`src/rtl/alu_pkg.sv`:
```
// rtl/alu_pkg.sv - shared opcode/state enums and flag struct for alu_pipe
package alu_pkg;

  typedef enum logic [3:0] {
    OP_ADD   = 4'd0,
    OP_SUB   = 4'd1,
    OP_AND   = 4'd2,
    OP_OR    = 4'd3,
    OP_XOR   = 4'd4,
    OP_NAND  = 4'd5,
    OP_NOR   = 4'd6,
    OP_SLT   = 4'd7,
    OP_SLTS  = 4'd8,
    OP_SHL   = 4'd9,
    OP_SHR   = 4'd10,
    OP_SRA   = 4'd11,
    OP_MUL   = 4'd12,
    OP_ILL13 = 4'd13,
    OP_ILL14 = 4'd14,
    OP_ILL15 = 4'd15
  } opcode_e;

  typedef enum logic {
    ST_IDLE     = 1'b0,
    ST_MUL_BUSY = 1'b1
  } state_e;

  typedef struct packed {
    logic carry;
    logic overflow;
    logic negative;
    logic zero;
    logic err;
  } flags_t;

endpackage

```
`src/rtl/alu_mul_seq.sv`:
```
// rtl/alu_mul_seq.sv - iterative unsigned shift-add multiplier, one partial product per cycle
module alu_mul_seq #(
  parameter int WIDTH = 8,
  parameter int CW    = $clog2(WIDTH)
) (
  input  logic               clk,
  input  logic               rst_n,
  input  logic               start,
  input  logic [WIDTH-1:0]   a,
  input  logic [WIDTH-1:0]   b,
  output logic               done,
  output logic [2*WIDTH-1:0] product
);

  logic                 busy_q;
  logic [CW-1:0]        cnt_q;
  logic [2*WIDTH-1:0]   acc_q;
  logic [2*WIDTH-1:0]   acc_d;
  logic [2*WIDTH-1:0]   mcand_q;
  logic [WIDTH-1:0]     mplier_q;

  assign acc_d = acc_q + (mplier_q[0] ? mcand_q : '0);
  // product is the accumulator after the final step, so the top can register it on done
  assign done    = busy_q && (cnt_q == CW'(WIDTH - 1));
  assign product = acc_d;

  always_ff @(posedge clk or negedge rst_n) begin
    if (!rst_n) begin
      busy_q   <= 1'b0;
      cnt_q    <= '0;
      acc_q    <= '0;
      mcand_q  <= '0;
      mplier_q <= '0;
    end else if (start) begin
      busy_q   <= 1'b1;
      cnt_q    <= '0;
      acc_q    <= '0;
      mcand_q  <= {{WIDTH{1'b0}}, a};
      mplier_q <= b;
    end else if (busy_q) begin
      acc_q    <= acc_d;
      mcand_q  <= {mcand_q[2*WIDTH-2:0], 1'b0};
      mplier_q <= {1'b0, mplier_q[WIDTH-1:1]};
      cnt_q    <= cnt_q + 1'b1;
      if (done) busy_q <= 1'b0;
    end
  end

endmodule

```
`src/rtl/alu_pipe.sv`:
```
// rtl/alu_pipe.sv - registered ALU with valid/ready handshake, one op in flight
// ALU_PIPE_MUL_EN enables the iterative multiplier (opcode 12); otherwise opcode 12 is illegal.
module alu_pipe
  import alu_pkg::*;
#(
  parameter int WIDTH = 8,
  parameter int SHW   = $clog2(WIDTH)
) (
  input  logic             clk,
  input  logic             rst_n,
  input  logic             in_valid,
  output logic             in_ready,
  input  logic [WIDTH-1:0] a,
  input  logic [WIDTH-1:0] b,
  input  logic [3:0]       opcode,
  output logic             out_valid,
  input  logic             out_ready,
  output logic [WIDTH-1:0] result,
  output logic             carry_out,
  output logic             overflow,
  output logic             negative,
  output logic             zero,
  output logic             err
);

  opcode_e          op;
  logic             accept;
  logic             idle;
  logic             start_mul;
  logic [WIDTH:0]   sum;
  logic [WIDTH:0]   diff;
  logic [SHW-1:0]   sh;
  logic [WIDTH-1:0] alu_res;
  flags_t           alu_flags;

  logic             out_valid_q, out_valid_d;
  logic [WIDTH-1:0] result_q, result_d;
  flags_t           flags_q, flags_d;

  assign op     = opcode_e'(opcode);
  assign sh     = b[SHW-1:0];
  assign sum    = {1'b0, a} + {1'b0, b};
  assign diff   = {1'b0, a} - {1'b0, b};
  assign accept = in_valid && in_ready;

  always_comb begin
    alu_res   = '0;
    alu_flags = '0;
    case (op)
      OP_ADD: begin
        alu_res            = sum[WIDTH-1:0];
        alu_flags.carry    = sum[WIDTH];
        alu_flags.overflow = (a[WIDTH-1] == b[WIDTH-1]) && (sum[WIDTH-1] != a[WIDTH-1]);
      end
      OP_SUB: begin
        // diff[WIDTH] is the unsigned borrow, i.e. a < b
        alu_res            = diff[WIDTH-1:0];
        alu_flags.carry    = diff[WIDTH];
        alu_flags.overflow = (a[WIDTH-1] != b[WIDTH-1]) && (diff[WIDTH-1] != a[WIDTH-1]);
      end
      OP_AND:  alu_res = a & b;
      OP_OR:   alu_res = a | b;
      OP_XOR:  alu_res = a ^ b;
      OP_NAND: alu_res = ~(a & b);
      OP_NOR:  alu_res = ~(a | b);
      OP_SLT:  alu_res = {{(WIDTH-1){1'b0}}, (a < b)};
      OP_SLTS: alu_res = {{(WIDTH-1){1'b0}}, ($signed(a) < $signed(b))};
      OP_SHL:  alu_res = a << sh;
      OP_SHR:  alu_res = a >> sh;
      OP_SRA:  alu_res = $signed(a) >>> sh;
`ifdef ALU_PIPE_MUL_EN
      OP_MUL:  alu_res = '0;
`endif
      default: alu_flags.err = 1'b1;
    endcase
    alu_flags.negative = alu_res[WIDTH-1];
    alu_flags.zero     = (alu_res == '0);
  end

`ifdef ALU_PIPE_MUL_EN
  state_e             state_q, state_d;
  logic               mul_done;
  logic [2*WIDTH-1:0] product;

  assign start_mul = accept && (op == OP_MUL);
  assign idle      = (state_q == ST_IDLE);

  alu_mul_seq #(.WIDTH(WIDTH)) u_mul (
    .clk     (clk),
    .rst_n   (rst_n),
    .start   (start_mul),
    .a       (a),
    .b       (b),
    .done    (mul_done),
    .product (product)
  );

  always_comb begin
    state_d = state_q;
    case (state_q)
      ST_IDLE:     if (start_mul) state_d = ST_MUL_BUSY;
      ST_MUL_BUSY: if (mul_done)  state_d = ST_IDLE;
      default:     state_d = ST_IDLE;
    endcase
  end

  always_ff @(posedge clk or negedge rst_n) begin
    if (!rst_n) state_q <= ST_IDLE;
    else        state_q <= state_d;
  end
`else
  assign start_mul = 1'b0;
  assign idle      = 1'b1;
`endif

  assign in_ready = idle && (!out_valid_q || out_ready);

  always_comb begin
    out_valid_d = out_valid_q;
    result_d    = result_q;
    flags_d     = flags_q;
    if (out_valid_q && out_ready) out_valid_d = 1'b0;
    // a same-cycle accept overrides the pop, giving back-to-back results
    if (accept && !start_mul) begin
      out_valid_d = 1'b1;
      result_d    = alu_res;
      flags_d     = alu_flags;
    end
`ifdef ALU_PIPE_MUL_EN
    if (mul_done) begin
      out_valid_d       = 1'b1;
      result_d          = product[WIDTH-1:0];
      flags_d           = '0;
      flags_d.carry     = |product[2*WIDTH-1:WIDTH];
      flags_d.negative  = product[WIDTH-1];
      flags_d.zero      = (product[WIDTH-1:0] == '0);
    end
`endif
  end

  always_ff @(posedge clk or negedge rst_n) begin
    if (!rst_n) begin
      out_valid_q <= 1'b0;
      result_q    <= '0;
      flags_q     <= '0;
    end else begin
      out_valid_q <= out_valid_d;
      result_q    <= result_d;
      flags_q     <= flags_d;
    end
  end

  assign out_valid = out_valid_q;
  assign result    = result_q;
  assign carry_out = flags_q.carry;
  assign overflow  = flags_q.overflow;
  assign negative  = flags_q.negative;
  assign zero      = flags_q.zero;
  assign err       = flags_q.err;

endmodule

```
`config.mk`:
```
export PLATFORM = sky130hd
export DESIGN_NAME = alu_pipe
export DESIGN_NICKNAME = d
export VERILOG_FILES = /design/src/rtl/alu_pkg.sv /design/src/rtl/alu_mul_seq.sv /design/src/rtl/alu_pipe.sv
export SDC_FILE = /design/constraint.sdc
export NUM_CORES = 1
export LEC_CHECK = 0
export CORE_UTILIZATION = 45
export CTS_CLUSTER_DIAMETER = 50
export CTS_CLUSTER_SIZE = 12
export DETAILED_ROUTE_END_ITERATION = 10
export PLACE_DENSITY = 0.69
export SETUP_SLACK_MARGIN = 0.5
export SLEW_MARGIN = 20
export SYNTH_ARGS = -nofsm -noshare
export SYNTH_HDL_FRONTEND = slang
export SYNTH_HIERARCHICAL = 1
export SYNTH_SLANG_ARGS = --single-unit
```
`constraint.sdc`:
```
create_clock -name clk -period 1.92 [get_ports clk]
set_input_delay 0.576 -clock clk [delete_from_list [all_inputs] [get_ports clk]]
set_output_delay 0.576 -clock clk [all_outputs]
set_load 0.1 [all_outputs]
```
# Word-level counts from Yosys, hierarchy flattened
# Cells that the tools add are included.
# word_totals
ff_bits	14
in_bits	24
output_inout_bits	15
# op_classes
add_sub_neg	2
order_cmp	2
eq_ne	15
shift	3
n_mux	5
bitwise	5
reduce_logical	10
# ops
op	n
8-bit case mux with 12 select lines	1
4-bit by 3-bit equality test with 1-bit output (second input constant)	4
4-bit equality test (second input constant)	4
8-bit < comparator	2
8-bit inverter	2
12-bit OR reduction	1
8-bit by 8-bit adder with 9-bit output	1
8-bit by 8-bit subtractor with 9-bit output	1
8-bit bitwise AND	1
4-bit by 2-bit equality test with 1-bit output (second input constant)	2
8-bit logical NOT	1
8-bit bitwise OR	1
8-bit by 3-bit left shift with 8-bit output	1
8-bit by 3-bit right shift with 8-bit output	1
8-bit by 3-bit >>> shifter with 8-bit output	1
8-bit bitwise XOR	1
4-bit by 1-bit equality test with 1-bit output (second input constant)	1
1-bit logical AND	4
4-bit logical NOT	1
2-bit case mux with 2 select lines	1
1-bit two-way mux	3
1-bit inequality test	3
2-bit nonzero test	1
1-bit equality test	1
other kinds (2)	2

# Longest topological paths before layout
# Gate-level depths: netlist (run 1).
# logic_depth
ltp_word	4
ltp_mapped	11

# Worst setup path after synthesis (run 1)
# Ideal clock, no wire load.
# synth_path
path_type	register to register
start	register out_valid_q (netlist: out_valid)
end	register flags_q, in the netlist zero
arrival_time_ns	2.753
required_time_ns	1.853
slack_ns	-0.899
path_stages_with_launch	7
n_path_buf	0
path_cell_list	dfrtp_1 > nand2b_1 > nand2_1 > a311oi_1 > o211ai_1 > nor4_1 > a41o_1
# synth_via
elab_chain_len	3
# synth_rtl
item	line	rtl
start, declared	alu_pipe.sv:36	logic out_valid_q, out_valid_d;
start signal, assigned	alu_pipe.sv:147	out_valid_q <= out_valid_d;
1-bit logical NOT	alu_pipe.sv:116	assign in_ready = idle && (!out_valid_q || out_ready);
1-bit logical OR	alu_pipe.sv:116	
named net in_ready	alu_pipe.sv:12	output logic in_ready,
1-bit logical AND	alu_pipe.sv:44	assign accept = in_valid && in_ready;
end signal, assigned	alu_pipe.sv:149	flags_q <= flags_d;
end, declared	alu_pipe.sv:38	flags_t flags_q, flags_d;
# The timed path passes the listed nets, and every way through them passes these cells.
# A chain may end at the register's enable or synchronous reset.

# Final worst setup path (run 1)
# layout_path
start	input b[7]
end	register flags_q, in the netlist zero
# layout_via
elab_chain_len	4
# layout_rtl
item	line	rtl
start, declared	alu_pipe.sv:14	input logic [WIDTH-1:0] b,
parallel branches: the longest is 2 deep, another holds 8-bit by 8-bit subtractor with 9-bit output	n/a	
8-bit case mux with 12 select lines *	alu_pipe.sv:49	case (op)
8-bit logical NOT *	alu_pipe.sv:77	alu_flags.zero = (alu_res == '0);
# Mark *: on every way between the ends.

==> out/results.tsv, run 1 <==
stage	metric	value	unit
place	GPL Wtd Cong	1.001	
clock_network	TritonCTS Buffers	3	
run_status	outcome	complete, but fails checks	
clock_network	Worst-path clk slew	0.07	ns
synth	post-synthesis sequential element count	13	
floorplan	core area	5270	sq um
place	dpl hpwl	8065	um
synth	yosys warns	6	
clock_network	clock root buffer master	clkbuf_8	
pwr	Lkg Pwr	2.158	nW
hold_path	worst hold-check path type	reg2reg	
sta	Worst slew margin	57.14	%
sta	RSZ-0062 raised after global routing	yes	
final_layout	post-layout util	90.76	%
floorplan	FP Rows	26	
floorplan	Initial Util	48.15	%
sta	final setup fails	11	
synth	Main synth FF type	dfrtp_1	
synth	synth unique cells	66	
final_layout	share of layout cells above drive strength 1	57.94	%
job	Max Cap Violations	0	
global_routing	initial antenna violation count	0	
final_layout	fin cells	555	
global_routing	total gr overflow	0	
setup_path	critical path required time	2.11	ns
global_routing	pin count of the biggest net entering global routing	18	
floorplan	Die Area	5943	sq um
final_layout	most frequent cells in the layout	buf_4, nand2_1, buf_6	
route	routed vias	3638	
clock_network	clk sinks	13	
global_routing	first-pass GRT wire length	18120	um
sta	min cycle time layout	2.612	ns
sta	worst setup slack after layout	-0.6916	ns
sta	Slew Limit Fails	0	
route	Avg WL per Cell	23.42	um
route	total wire length	13000	um
run_status	failing checks	negative setup slack	
sta	Post-Route Setup TNS	-5.038	ns
final_layout	Area Growth Syn to Fin	88.51	%
floorplan	Die Y	77.09	um
synth	share of synthesized flip-flops with an asynchronous set or reset	100.0	%
floorplan	Die X-Extent	77.09	um
floorplan	# IOs	39	
synth	Post-synth EDFFs	0	
sta	slew at the pin closest to its max-slew limit	0.6409	ns
place	Cells after DPL	523	
synth	part of the Yosys area used for sequential elements	12.82	%
route	vias per inst	6.555	
setup_path	critical path data arrival time	2.81	ns
route	1st-pass router iterations	5	
final_layout	ant diodes	0	
pwr	PwrDens	491.8	nW/um^2
final_layout	Layout Nets	539	
global_routing	gr usage total	39.41	%
final_layout	commonest non-fill, non-tap cell in the layout	buf_4	
pwr	Worst VDD drop	753.8	uV
route	DR iter-0 viols	507	
route	Final ANT Viol Nets	0	
place	I/O Buffers	38	
clock_network	CTS max path bufs	2	
synth	Syn Inst Count	322	
clock_network	Clock Latency Late Sink	0.26	ns
sta	clock skew	0.004920	ns
sta	Fin. Hold Viols	0	
clock_network	CTS Hold Bufs	0	
synth	synthesized area per cell	7.880	sq um
synth	Mapped Nets	375	
route	# DRC	0	
setup_path	Setup crit end kind	flip-flop	
setup_path	Critical Path Fanout Max	3	
clock_network	CTS tree	built	
sta	f_max	382.9	MHz
synth	Mapped Area	2537	sq um
setup_path	critical path type	in2reg	
clock_network	H-tree levels	1	
sta	period utilization	136.0	%
global_routing	vias in the first global route	3390	
setup_path	startpoint types	input pin	
[flip-flops by register name, summed over array words and instances (netlist names)]
| register | count |
|---|---|
| result | 8 |
| carry_out | 1 |
| out_valid | 1 |
| err | 1 |
| zero | 1 |
| overflow | 1 |
[final timing paths]
kind                                       start                    end  slack (ns)  cells past startpoint
max reg2reg                out_valid$_DFFE_PN0P_       zero$_DFFE_PN0P_        0.16                      6
min in group asynchronous                  rst_n   overflow$_DFFE_PN0P_        0.71                      1
max in group asynchronous                  rst_n  out_valid$_DFFE_PN0P_        0.73                      1
min reg2reg                result[5]$_DFFE_PN0P_  result[5]$_DFFE_PN0P_        0.56                      2
min                        result[5]$_DFFE_PN0P_  result[5]$_DFFE_PN0P_        0.56                      2
max                                         b[7]       zero$_DFFE_PN0P_       -0.69                     10
[synthesized netlist by cell type, drive strengths merged (3+ instances only)]
library cell,instances,area [sq um]
a21o,4,30.03
nand3b,4,33.78
xnor2,6,52.55
o21ai,16,80.08
dfrtp,13,325.3
ha,27,337.8
a22o,4,35.03
or4,4,33.78
buf,11,81.32
mux2i,7,70.07
inv,27,101.3
nor2b,7,43.79
o22ai,9,56.30
mux2,6,71.31
a221oi,7,61.31
nand2b,8,50.05
a21oi,14,70.07
nor2,22,82.58
clkbuf,9,37.54
a31oi,7,43.79
a211oi,4,30.03
o21bai,3,22.52
a221o,5,50.05
mux4,4,93.84
o211ai,7,52.55
nor3,12,70.07
nand2,32,120.1
and2,4,25.02
a22oi,4,30.03
nand3,4,20.02
[power breakdown]
part	internal, mW	leakage [nW]	switching, mW	total [mW]
Sequential	0.323	0.147	0.0541	0.377
Combinational	0.762	1.99	0.943	1.71
Clock	0.148	0.0228	0.123	0.270
[worst max-delay path, cell delays in order]
cell and delay [ns]:
clkdlybuf4s50_1 0.53, inv_1 0.11, ha_4 0.23, inv_1 0.08, o21ai_0 0.11, a32oi_1 0.26, a21o_1 0.19, o211ai_1 0.24
a21oi_2 0.28, a41o_1 0.20
[layer usage]
metal  global-route usage (%)  share of wire, %  routed length [um]
met1                    45.81                35                4504
met4                    24.15               7.3                 943
met5                        0                 0                   0
met3                    7.024                11                1402
met2                    66.88                47                6145
[stage by stage]
stage | hold slack (ns) | setup slack, ns | cell area [sq um] | power, mW
3_3_place_gp | 0.5055 | -1.175 | 4100 | 1.763
4_1_cts | 0.5258 | -0.6066 | 4516 | 2.147
2_1_floorplan | 0.2804 | -0.5541 | 2774 | 1.175
6_report | 0.5574 | -0.6916 | 4783 | 2.352
5_1_grt | 0.5735 | -0.6540 | 4783 | 2.407
3_5_place_dp | 0.5124 | -1.250 | 4100 | 1.792
[timing repair]
| action | CTS | global route |
|---|---|---|
| buffers inserted | 15 | 10 |
| cloned | 3 | 0 |
| setup endpoints to repair | 18 | 27 |
| pin swaps | 36 | 41 |
| resized for setup | 102 | 48 |
[logic make-up after synthesis]
family,synth area share [%]
AOI/OAI and AO/OA,27.91
muxes,9.270
buffers and inverters,8.678
DFF,12.82
adders and majority gates,14.89
and+or+nand+nor,24.01
xor gates and xnor gates,2.416
[area by class of cell]
cell class,instances,area (sq um)
tap,70,87.58
timing repair buffer,179,1720
clock buffer,4,45.04
fill,221,486.7
sequential,13,345.3
multi-input combinational,262,2461
inverter,27,123.9
Power figures use the tool's default switching activity.
==> run 2: changes to the inputs <==
- GPL_TIMING_DRIVEN: unset -> 0
==> run 2 against run 1 <==
Critical path depth rose by 1. The run still ends with negative setup slack left. Clock power fell by 9.6%. Flip-flop and latch count unchanged. Worst hold slack worse by 0.064 ns. Cell count is 14% lower. Wire length fell by 28%. Die area is the same. Register-to-register slack worse by 0.05 ns. Count of clock-buffer cells in the layout stayed put. Power is 13% lower. Global-route usage shrank 8.4 points. Combinational power fell by 16%.
==> out/results.tsv, run 2 (synthesis results as in run 1) <==
stage	metric	value	unit	change
floorplan	# IOs	39		unchanged
clock_network	CTS max path bufs	2		unchanged
final_layout	Area Growth Syn to Fin	60.50	%	was 88.51%
sta	worst setup slack after layout	-0.5223	ns	was -0.6916 ns
sta	RSZ-0062 raised after global routing	yes		unchanged
global_routing	gr usage total	31.02	%	was 39.41%
route	# DRC	0		unchanged
hold_path	worst hold-check path type	reg2reg		unchanged
route	Avg WL per Cell	19.57	um	was 23.42 um
job	Max Cap Violations	0		unchanged
sta	Worst slew margin	59.81	%	was 57.14%
floorplan	Die X-Extent	77.09	um	unchanged
setup_path	Critical Path Fanout Max	5		was 3
final_layout	Layout Nets	461		was 539
route	Final ANT Viol Nets	0		unchanged
final_layout	most frequent cells in the layout	buf_4, nand2_1, buf_6, nor2_1		was buf_4, nand2_1, buf_6
place	dpl ws	-1.739	ns	was -1.250 ns
setup_path	critical path type	in2reg		unchanged
clock_network	Worst-path clk slew	0.05	ns	was 0.07 ns
sta	Fin. Hold Viols	0		unchanged
floorplan	Die Y	77.09	um	unchanged
place	I/O Buffers	38		unchanged
final_layout	share of layout cells above drive strength 1	45.95	%	was 57.94%
run_status	outcome	complete, but fails checks		unchanged
final_layout	ant diodes	0		unchanged
route	1st-pass router iterations	5		unchanged
setup_path	Setup crit end kind	flip-flop		unchanged
global_routing	first-pass GRT wire length	14430	um	was 18120 um
setup_path	startpoint types	input pin		unchanged
sta	period utilization	127.2	%	was 136.0%
sta	final setup fails	11		unchanged
sta	min cycle time layout	2.442	ns	was 2.612 ns
global_routing	pin count of the biggest net entering global routing	14		was 18
global_routing	total gr overflow	0		unchanged
run_status	failing checks	negative setup slack		unchanged
floorplan	core area	5270	sq um	unchanged
setup_path	critical path data arrival time	2.58	ns	was 2.81 ns
route	routed vias	2943		was 3638
floorplan	Initial Util	48.15	%	unchanged
pwr	PwrDens	503.3	nW/um^2	was 491.8 nW/um^2
final_layout	commonest non-fill, non-tap cell in the layout	buf_4		unchanged
sta	Slew Limit Fails	0		unchanged
setup_path	critical path required time	2.05	ns	was 2.11 ns
clock_network	H-tree levels	1		unchanged
clock_network	TritonCTS Buffers	3		unchanged
route	vias per inst	6.170		was 6.555
final_layout	Largest register FFs	8		unchanged
place	GPL Wtd Cong	0.9464		was 1.001
clock_network	clk sinks	13		unchanged
sta	f_max	409.4	MHz	was 382.9 MHz
floorplan	Die Area	5943	sq um	unchanged
global_routing	initial antenna violation count	0		unchanged
pwr	Lkg Pwr	1.739	nW	was 2.158 nW
route	total wire length	9337	um	was 13000 um
sta	slew at the pin closest to its max-slew limit	0.5993	ns	was 0.6409 ns
final_layout	post-layout util	77.28	%	was 90.76%
clock_network	Clock Latency Late Sink	0.25	ns	was 0.26 ns
floorplan	FP Rows	26		unchanged
pwr	Worst VDD drop	550.7	uV	was 753.8 uV
global_routing	vias in the first global route	2843		was 3390
place	dpl hpwl	6592	um	was 8065 um
route	DR iter-0 viols	203		was 507
sta	clock skew	0.004466	ns	was 0.004920 ns
clock_network	CTS tree	built		unchanged
clock_network	clock root buffer master	clkbuf_8		unchanged
## run 2: cell count changes in the layout (fill, tap and decap cells not counted), moves of 4 or more
cell	change
ha_1	+4
clkbuf_8	+7
dlygate4sd2_1	-4
buf_4	-75
## run 2: report_power, final
group	leakage, nW	switching, mW	internal (mW)
Clock	0.0228	0.0974	0.147
Combinational	1.57	0.830	0.611
Sequential	0.147	0.0420	0.323
Total	1.74	0.970	1.08
## run 2: per-layer routing
layer / GRT usage (%) / share of wire, %
met1: 40.46 / 42
met2: 52.77 / 48
met3: 2.500 / 6.0
met4: 12.08 / 3.6
met5: 0 / 0
## run 2: area by class of cell
| class | count | area [sq um] |
|---|---|---|
| plain buffers | 20 | 251.5 |
| clock buffers | 4 | 45.04 |
| fillers | 366 | 1197 |
| inverters | 27 | 121.4 |
| multi-input cells | 262 | 2384 |
| flip-flops and latches | 13 | 345.3 |
| well taps | 70 | 87.58 |
| repair buffers | 81 | 838.3 |
## run 2: critical path, stage by stage
cell and delay [ns]:
buf_12 0.12, ha_4 0.18, fa_2 0.41, a211oi_2 0.28, o21bai_1 0.12, a21oi_1 0.21
xnor2_1 0.10, a22oi_1 0.21, and3_1 0.22, buf_4 0.12, o21ai_2 0.04
## run 2: path summary, 6_finish.rpt
check / to / slack (ns) / start / depth (start not counted)
setup / recovery: result[6]$_DFFE_PN0P_ / -0.52 / a[0] / 11
hold / removal: result[6]$_DFFE_PN0P_ / 0.49 / result[6]$_DFFE_PN0P_ / 2
setup reg to reg: zero$_DFFE_PN0P_ / 0.11 / out_valid$_DFFE_PN0P_ / 7
hold reg to reg: result[6]$_DFFE_PN0P_ / 0.49 / result[6]$_DFFE_PN0P_ / 2
max in group asynchronous: out_valid$_DFFE_PN0P_ / 0.80 / rst_n / 1
min in group asynchronous: zero$_DFFE_PN0P_ / 0.70 / rst_n / 1
## run 2: repair_timing
action	in CTS	in global routing
endpoints found under the setup margin	27	23
buffers inserted	32	9
cloned	2	0
hold buffers	0	0
resized for setup	259	35
pin swaps	37	23
## run 2: through the flow
stage	cells	area (sq um)	TNS (ns)	total power, mW	hold slack, ns
after CTS	468	3846	-3.535	1.918	0.4976
after global routing	477	4073	-4.451	2.142	0.5200
after global placement	430	3242	-18.23	1.469	0.4655
final	477	4073	-3.667	2.050	0.4937
after floorplan	322	2774	-2.613	1.175	0.2804
after detailed placement	430	3242	-18.38	1.478	0.4780
